### src/rtl/count_ctrl_pkg.sv
// count_ctrl_pkg: shared state/direction encodings, default timing and button indices.
package count_ctrl_pkg;
  typedef enum logic {ST_PAUSE = 1'b0, ST_RUN = 1'b1} state_e;
  localparam logic DIR_UP = 1'b1;
  localparam logic DIR_DOWN = 1'b0;
  localparam int DEF_DEBOUNCE_CYCLES = 16;
  localparam int DEF_TICK_DIV = 8;
  localparam int BTN_RUN = 0;
  localparam int BTN_DIR = 1;
  localparam int BTN_STEP = 2;
  localparam int BTN_CLR = 3;
endpackage

### src/rtl/count_ctrl_btn_debounce.sv
// btn_debounce: 2-flop synchroniser, stable-run counter and registered press pulse.
module btn_debounce
  import count_ctrl_pkg::*;
#(
  parameter int DEBOUNCE_CYCLES = DEF_DEBOUNCE_CYCLES
) (
  input  logic clk,
  input  logic rst_n,
  input  logic btn_raw,
  output logic level,
  output logic press
);
  localparam int CW = $clog2(DEBOUNCE_CYCLES + 1);
  localparam logic [CW-1:0] LAST = CW'(DEBOUNCE_CYCLES - 1);
  logic meta_q, sync_q, level_q, level_d, prev_q, press_q, differ;
  logic [CW-1:0] cnt_q, cnt_d;
  always_comb begin
    differ = sync_q != level_q;
    cnt_d = (differ && cnt_q != LAST) ? cnt_q + CW'(1) : '0;
    level_d = (differ && cnt_q == LAST) ? sync_q : level_q;
  end
  always_ff @(posedge clk) begin
    if (!rst_n) begin
      meta_q <= 1'b0;
      sync_q <= 1'b0;
      level_q <= 1'b0;
      prev_q <= 1'b0;
      press_q <= 1'b0;
      cnt_q <= '0;
    end else begin
      meta_q <= btn_raw;
      sync_q <= meta_q;
      level_q <= level_d;
      prev_q <= level_q;
      press_q <= level_q & ~prev_q;
      cnt_q <= cnt_d;
    end
  end
  assign level = level_q;
  assign press = press_q;
endmodule

### src/rtl/count_ctrl.sv
// count_ctrl: debounced front panel driving enable/direction/clear of a downstream up/down counter.
module count_ctrl
  import count_ctrl_pkg::*;
#(
  parameter int DEBOUNCE_CYCLES = DEF_DEBOUNCE_CYCLES,
  parameter int TICK_DIV = DEF_TICK_DIV,
  parameter int TICK_W = 8
) (
  input  logic clk,
  input  logic rst_n,
  input  logic btn_run,
  input  logic btn_dir,
  input  logic btn_step,
  input  logic btn_clr,
  output logic enable,
  output logic direction,
  output logic cnt_rst,
  output logic running
);
  localparam logic [TICK_W-1:0] PRESC_LAST = TICK_W'(TICK_DIV - 1);
  logic [3:0] btn_raw, press, unused_level;
  state_e state_q, state_d;
  logic [TICK_W-1:0] presc_q, presc_d;
  logic en_q, en_d, dir_q, dir_d, clr_q, clr_d, run_q;
  assign btn_raw = {btn_clr, btn_step, btn_dir, btn_run};
  for (genvar i = 0; i < 4; i++) begin : g_btn
    btn_debounce #(.DEBOUNCE_CYCLES(DEBOUNCE_CYCLES)) u_db (
      .clk    (clk),
      .rst_n  (rst_n),
      .btn_raw(btn_raw[i]),
      .level  (unused_level[i]),
      .press  (press[i])
    );
  end
  // clr beats run beats step; dir toggles regardless
  always_comb begin
    state_d = press[BTN_RUN] ? (state_q == ST_RUN ? ST_PAUSE : ST_RUN) : state_q;
    presc_d = presc_q;
    en_d = 1'b0;
    clr_d = press[BTN_CLR];
    dir_d = press[BTN_DIR] ? (dir_q == DIR_UP ? DIR_DOWN : DIR_UP) : dir_q;
    if (press[BTN_CLR] || press[BTN_RUN]) presc_d = '0;
    else if (state_q == ST_RUN) begin
      presc_d = presc_q == PRESC_LAST ? '0 : presc_q + TICK_W'(1);
      en_d = presc_q == PRESC_LAST;
    end else en_d = press[BTN_STEP];
  end
  always_ff @(posedge clk) begin
    if (!rst_n) begin
      state_q <= ST_PAUSE;
      presc_q <= '0;
      en_q <= 1'b0;
      dir_q <= DIR_UP;
      clr_q <= 1'b1;
      run_q <= 1'b0;
    end else begin
      state_q <= state_d;
      presc_q <= presc_d;
      en_q <= en_d;
      dir_q <= dir_d;
      clr_q <= clr_d;
      run_q <= state_d == ST_RUN;
    end
  end
  assign enable = en_q;
  assign direction = dir_q;
  assign cnt_rst = clr_q;
  assign running = run_q;
endmodule

### config.mk
export PLATFORM = sky130hd
export DESIGN_NAME = count_ctrl
export DESIGN_NICKNAME = d
export VERILOG_FILES = /design/src/rtl/count_ctrl_pkg.sv /design/src/rtl/count_ctrl_btn_debounce.sv /design/src/rtl/count_ctrl.sv
export SDC_FILE = /design/constraint.sdc
export NUM_CORES = 1
export LEC_CHECK = 0
export BUFFER_PORTS_ARGS = -buffer_cell sky130_fd_sc_hd__buf_2
export CAP_MARGIN = 20
export CORE_AREA = 2 2 60 62
export DETAILED_ROUTE_END_ITERATION = 8
export DIE_AREA = 0 0 62 64
export GPL_ROUTABILITY_DRIVEN = 1
export GPL_TIMING_DRIVEN = 0
export MAX_ROUTING_LAYER = met4
export PLACE_DENSITY = 0.78
export SLEW_MARGIN = 10
export SYNTH_ARGS = -nofsm -noshare
export SYNTH_HDL_FRONTEND = slang
export SYNTH_HIERARCHICAL = 1
export SYNTH_SLANG_ARGS = --single-unit
### constraint.sdc
create_clock -name clk -period 1.9 [get_ports clk]
set_clock_uncertainty 0.1 [all_clocks]
set_input_delay 0.19 -clock clk [delete_from_list [all_inputs] [get_ports clk]]
set_output_delay 0.19 -clock clk [all_outputs]
set_load 0.01 [all_outputs]
Yosys cells after proc, flatten, opt, wreduce, memory -nomap -nowiden
Cells that the tools add are included.
- bits in registers: 52
- latch bits: 0
- bits in writable memories: 0
- bits in read-only memories: 0
- input port bits: 6
- logic and storage cells: 74
- memories kept: 0
- add/subtract/negate cells: 5
- $mul: 0
- divide/modulo/power cells: 0
- $lt $le $gt $ge: 0
- eq/ne operators: 13
- shift-type cells: 0
- muxes and demuxes: 4
- bitwise logic cells: 9
- reduce and logical (&&, ||, !) cells: 14
- operators by type and width (kind ; count):
    $add 5x1->5 const B ; 4
    $eq 5x4->1 const B ; 4
    $ne 5x4->1 const B ; 4
    $add 8x1->8 const B ; 1
    $eq 8x3->1 const B ; 1
    $logic_and 1x1->1 ; 8
    $mux 8 ; 1
    $reduce_and 2->1 ; 4
    $not 1->1 ; 5
    $and 1x1->1 ; 4
    $ne 1x1->1 ; 4
    $mux 1 ; 3
    $reduce_or 2->1 ; 1
    $logic_or 1x1->1 ; 1

Longest topological paths before layout
- depth in word-level cells: 3
- gate-level depth with buffers: 5
- gate-level depth less buffers: 5

Cells and area by module
The synthesis kept the hierarchy.
- modules (own cells, without submodules) (module ; times used ; cells an instance ; area an instance (sq um) ; sequential area each (sq um)):
    btn_debounce ; 4 ; 31 ; 342.8 ; 200.2
    count_ctrl ; 1 ; 52 ; 506.7 ; 240.2

Worst setup path before layout
OpenSTA, ideal clock, no wires.
- path type: reg2reg
- start: reg presc_q[6]
- end: reg presc_q[0]
- setup time: 0.129 ns
- arrival time: 1.201 ns
- required time: 1.671 ns
- setup slack: 0.470 ns
- stages on the path, launching flop included: 4
- clock period less this slack: 1.430 ns
- path through: dfxtp_1 > or4_4 > o31ai_2 > nor2_1
- longest elaborated chain between the ends: 2
- ends and longest elaborated chain (item ; RTL line ; text):
    from (decl) ; count_ctrl.sv:23 ; logic [TICK_W-1:0] presc_q, presc_d;
    from (signal assigned) ; count_ctrl.sv:58 ; presc_q <= presc_d;
    $eq 8x3->1 ; count_ctrl.sv:44 ; presc_d = presc_q == PRESC_LAST ? '0 : presc_q + TICK_W'(1);
    $mux 8 ; count_ctrl.sv:44 ;
Every way passes these cells.
A chain may end at the register's enable or synchronous reset.

Worst setup path in the final report
Ends and elaborated chain as after synthesis.

==> results.yml <==
floorplanning:
  rows: 21
  die-area_um2: 3970
  dieWidth_um: 62
  io_pins: 10
  core-area_um2: 3280
  die_h_um: 64
  start_util_pct: 57.2
critical_path:
  required_ps: 2050
  end_kind: "flip-flop"
  cpMaxStageDelayCell: "or4_4"
  arrival_ps: 1700
  cp_max_fo: 5
  worstSetupPathType: "reg2reg"
  cp-startpoint: "presc_q[6]"
  rrSetupSlack_ps: 350
  r2r-end: "presc_q[0]"
  reg2reg_from: "presc_q[6]"
  max_stage_delay_ps: 550
  cp_cell_sequence: "or4_4 -> o31ai_2 -> nor2_1"
  startpoint_type: "flip-flop"
  reg2regPathDepth: 3
hold_path:
  min_to: "direction"
  min_path_cells: 2
  min_from: "rst_n"
  hp-class: "in2reg"
yosys:
  ys_types: 26
  synth.cell_area_um2: 1880
  syn_nets: 191
  ys.warnings.count: 6
  synthCells: 176
  synth-seq-cells: 52
  ys_seq_area_share_pct: 55.4
  avgSynthCellArea_um2: 10.7
outcome:
  outcome: "complete, no violations"
cts:
  cts_tree: "done"
  cts_resized: 0
  cts_root_buf: "clkbuf_4"
  cts_sinks: 52
  clkSlewWorstSetupHoldPaths_ps: 150
  clk_latency_ps: 360
  numCtsBuffers: 5
  clock_tree.htree_level_count: 2
  max-clock-path-buffers: 2
placed_design:
  dp_cells: 231
  dpl.hpwl_um: 1860
  place_congestion: 0.779
  dp_slack_ps: 364
  portBuffers: 9
sta:
  setup_tns_ps: 0
  setup_viol: 0
  min_period_ps: 1550
  finalCritPeriodShare_pct: 81.5
  slew_violations: 0
  finalHoldViolCount: 0
  whs_ps: 71.6
  worst_slew_pin_slew_ps: 381
  rsz0062_at_grt: "false"
  fmaxAchievable_mhz: 646
  slew_headroom_pct: 74.6
  worst_slack_ps: 352
detailed_routing:
  drc: 0
  drt_wl_total_um: 2520
  drt_pass1_iterations: 4
  vias: 1192
  wire_per_inst_um: 10.4
  drt-initial-drc-count: 54
  via_per_inst: 4.91
  ant_nets: 0
cells_and_area:
  final_cells: 243
  num_antenna_cells: 0
  layout-drive-gt1-share_pct: 15.7
  synthToLayoutAreaGrowth_pct: 12.1
  fin_nets: 211
global_route:
  grt.total_usage_pct: 15.4
  antenna_found_initial: 0
  grt_pass1_wl_um: 4390
  grt_max_degree: 25
  grt-ovfl-total: 0
  first_global_vias: 1133
power:
  peakVddDrop_v: 0.000601
  powerDensity_nw_per_um2: 842
  cellLeakagePower_nw: 0.852
run:
  cap_violations: 0
## synthesized netlist by cell type
cell      instances  area, um^2
a21oi_1           3        15.0
a21oi_2           1        8.76
and2_1            9        56.3
and2_2            4        30.0
and3_1            4        25.0
buf_6             1        11.3
dfxtp_1          52        1040
ha_1              9         113
inv_1             8        30.0
mux2i_1           5        50.1
nand2_1           3        11.3
nand2b_1          2        12.5
nand3_1           6        30.0
nand3b_2          4        45.0
nand4_1           3        18.8
nor2_1           25        93.8
nor2b_1           8        50.1
nor3b_1           1        7.51
o21ai_0           3        15.0
o31ai_2           1        12.5
or2_2             1        6.26
or3_1             3        18.8
or3_2             1        7.51
or4_4             1        11.3
xnor2_1           6        52.6
xor2_1           12         105
## cell families (layout without fill, tap and decap cells)
family,count (synthesis),after routing,synth area share [%]
and+or+nand+nor,75,75,22.6
buffers and inverters,9,30,2.20
xor gates and xnor gates,18,18,8.39
adders and majority gates,9,9,6.00
DFF,52,52,55.4
AOI/OAI and AO/OA,8,8,2.73
muxes,5,5,2.66
## through the flow
stage / total power [W] / cell area [um^2] / utilization [%]
floorplan: 0.00115 / 1880 / -
global placement: 0.00117 / 1980 / 60.3
detailed placement: 0.00117 / 1980 / 60.3
CTS: 0.00180 / 2100 / 64.1
global route: 0.00185 / 2100 / 64.1
finish: 0.00177 / 2100 / 64.1
## per-layer routing
layer	part of all wire (%)	global-route usage, %
met2	51	25.5
met1	45	15.3
met4	0.72	5.59
met5	0	-
met3	3.9	7.29
## cell usage in the layout, fill, tap and decap left out, types with 2 or more instances in the layout
cell	count
a21oi_1	3
and2_1	9
and2_2	4
and3_1	4
buf_2	9
clkbuf_4	5
dfxtp_1	52
dlygate4sd3_1	4
ha_1	9
inv_1	8
mux2i_1	5
nand2_1	3
nand2b_1	2
nand3_1	6
nand3b_2	4
nand4_1	3
nor2_1	25
nor2b_1	8
o21ai_0	3
or3_1	3
xnor2_1	6
xor2_1	12
## where the power goes
group	total [W]	leakage (nW)	internal, W	switching (W)
clock network	0.000623	0.0471	0.000284	0.000338
registers	0.00111	0.421	0.00110	0.00000508
logic	0.0000420	0.384	0.0000210	0.0000211
total	0.00177	0.852	0.00141	0.000365
## critical path: cells and delay by family (launching register included)
kind | cells | cell delay [ps]
compound gates | 1 | 340
simple gates | 2 | 650
flops | 1 | 360
## worst max-delay path by stage
stage | endpoint | slack, ps | depth (start not counted)
3_3_place_gp | presc_q[0] | 380 | 3
3_5_place_dp | presc_q[0] | 360 | 3
2_1_floorplan | presc_q[0] | 470 | 3
4_1_cts | g_btn[3].u_db/cnt_q[4] | 340 | 5
6_report | presc_q[0] | 350 | 3
5_1_grt | g_btn[3].u_db/cnt_q[4] | 260 | 5
## registers in the layout, indices dropped and copies added (netlist names)
register and flops:
g_btn.u_db/cnt_q 20, presc_q 8, g_btn.u_db/level 4, g_btn.u_db/meta_q 4
g_btn.u_db/press 4, g_btn.u_db/prev_q 4, g_btn.u_db/sync_q 4, cnt_rst 1
direction 1, enable 1, running 1
## area by class of cell
cell class                 instances  area, um^2
buffer                             1        11.3
clock buffer                       5        37.5
clock inverter                     3        46.3
fill                             260        1180
inverter                           8        30.0
multi-input combinational        115         796
sequential                        52        1040
tap                               46        57.6
timing repair buffer              13        85.1
## what timing repair did
item | 4_1_cts | 5_1_grt
hold buffers | 4 | 0
endpoints found under the hold margin | 4 | 0
endpoints found under the setup margin | 0 | 0
setup buffers | 0 | 0
Note: power is estimated with default switching activity, not from simulation.
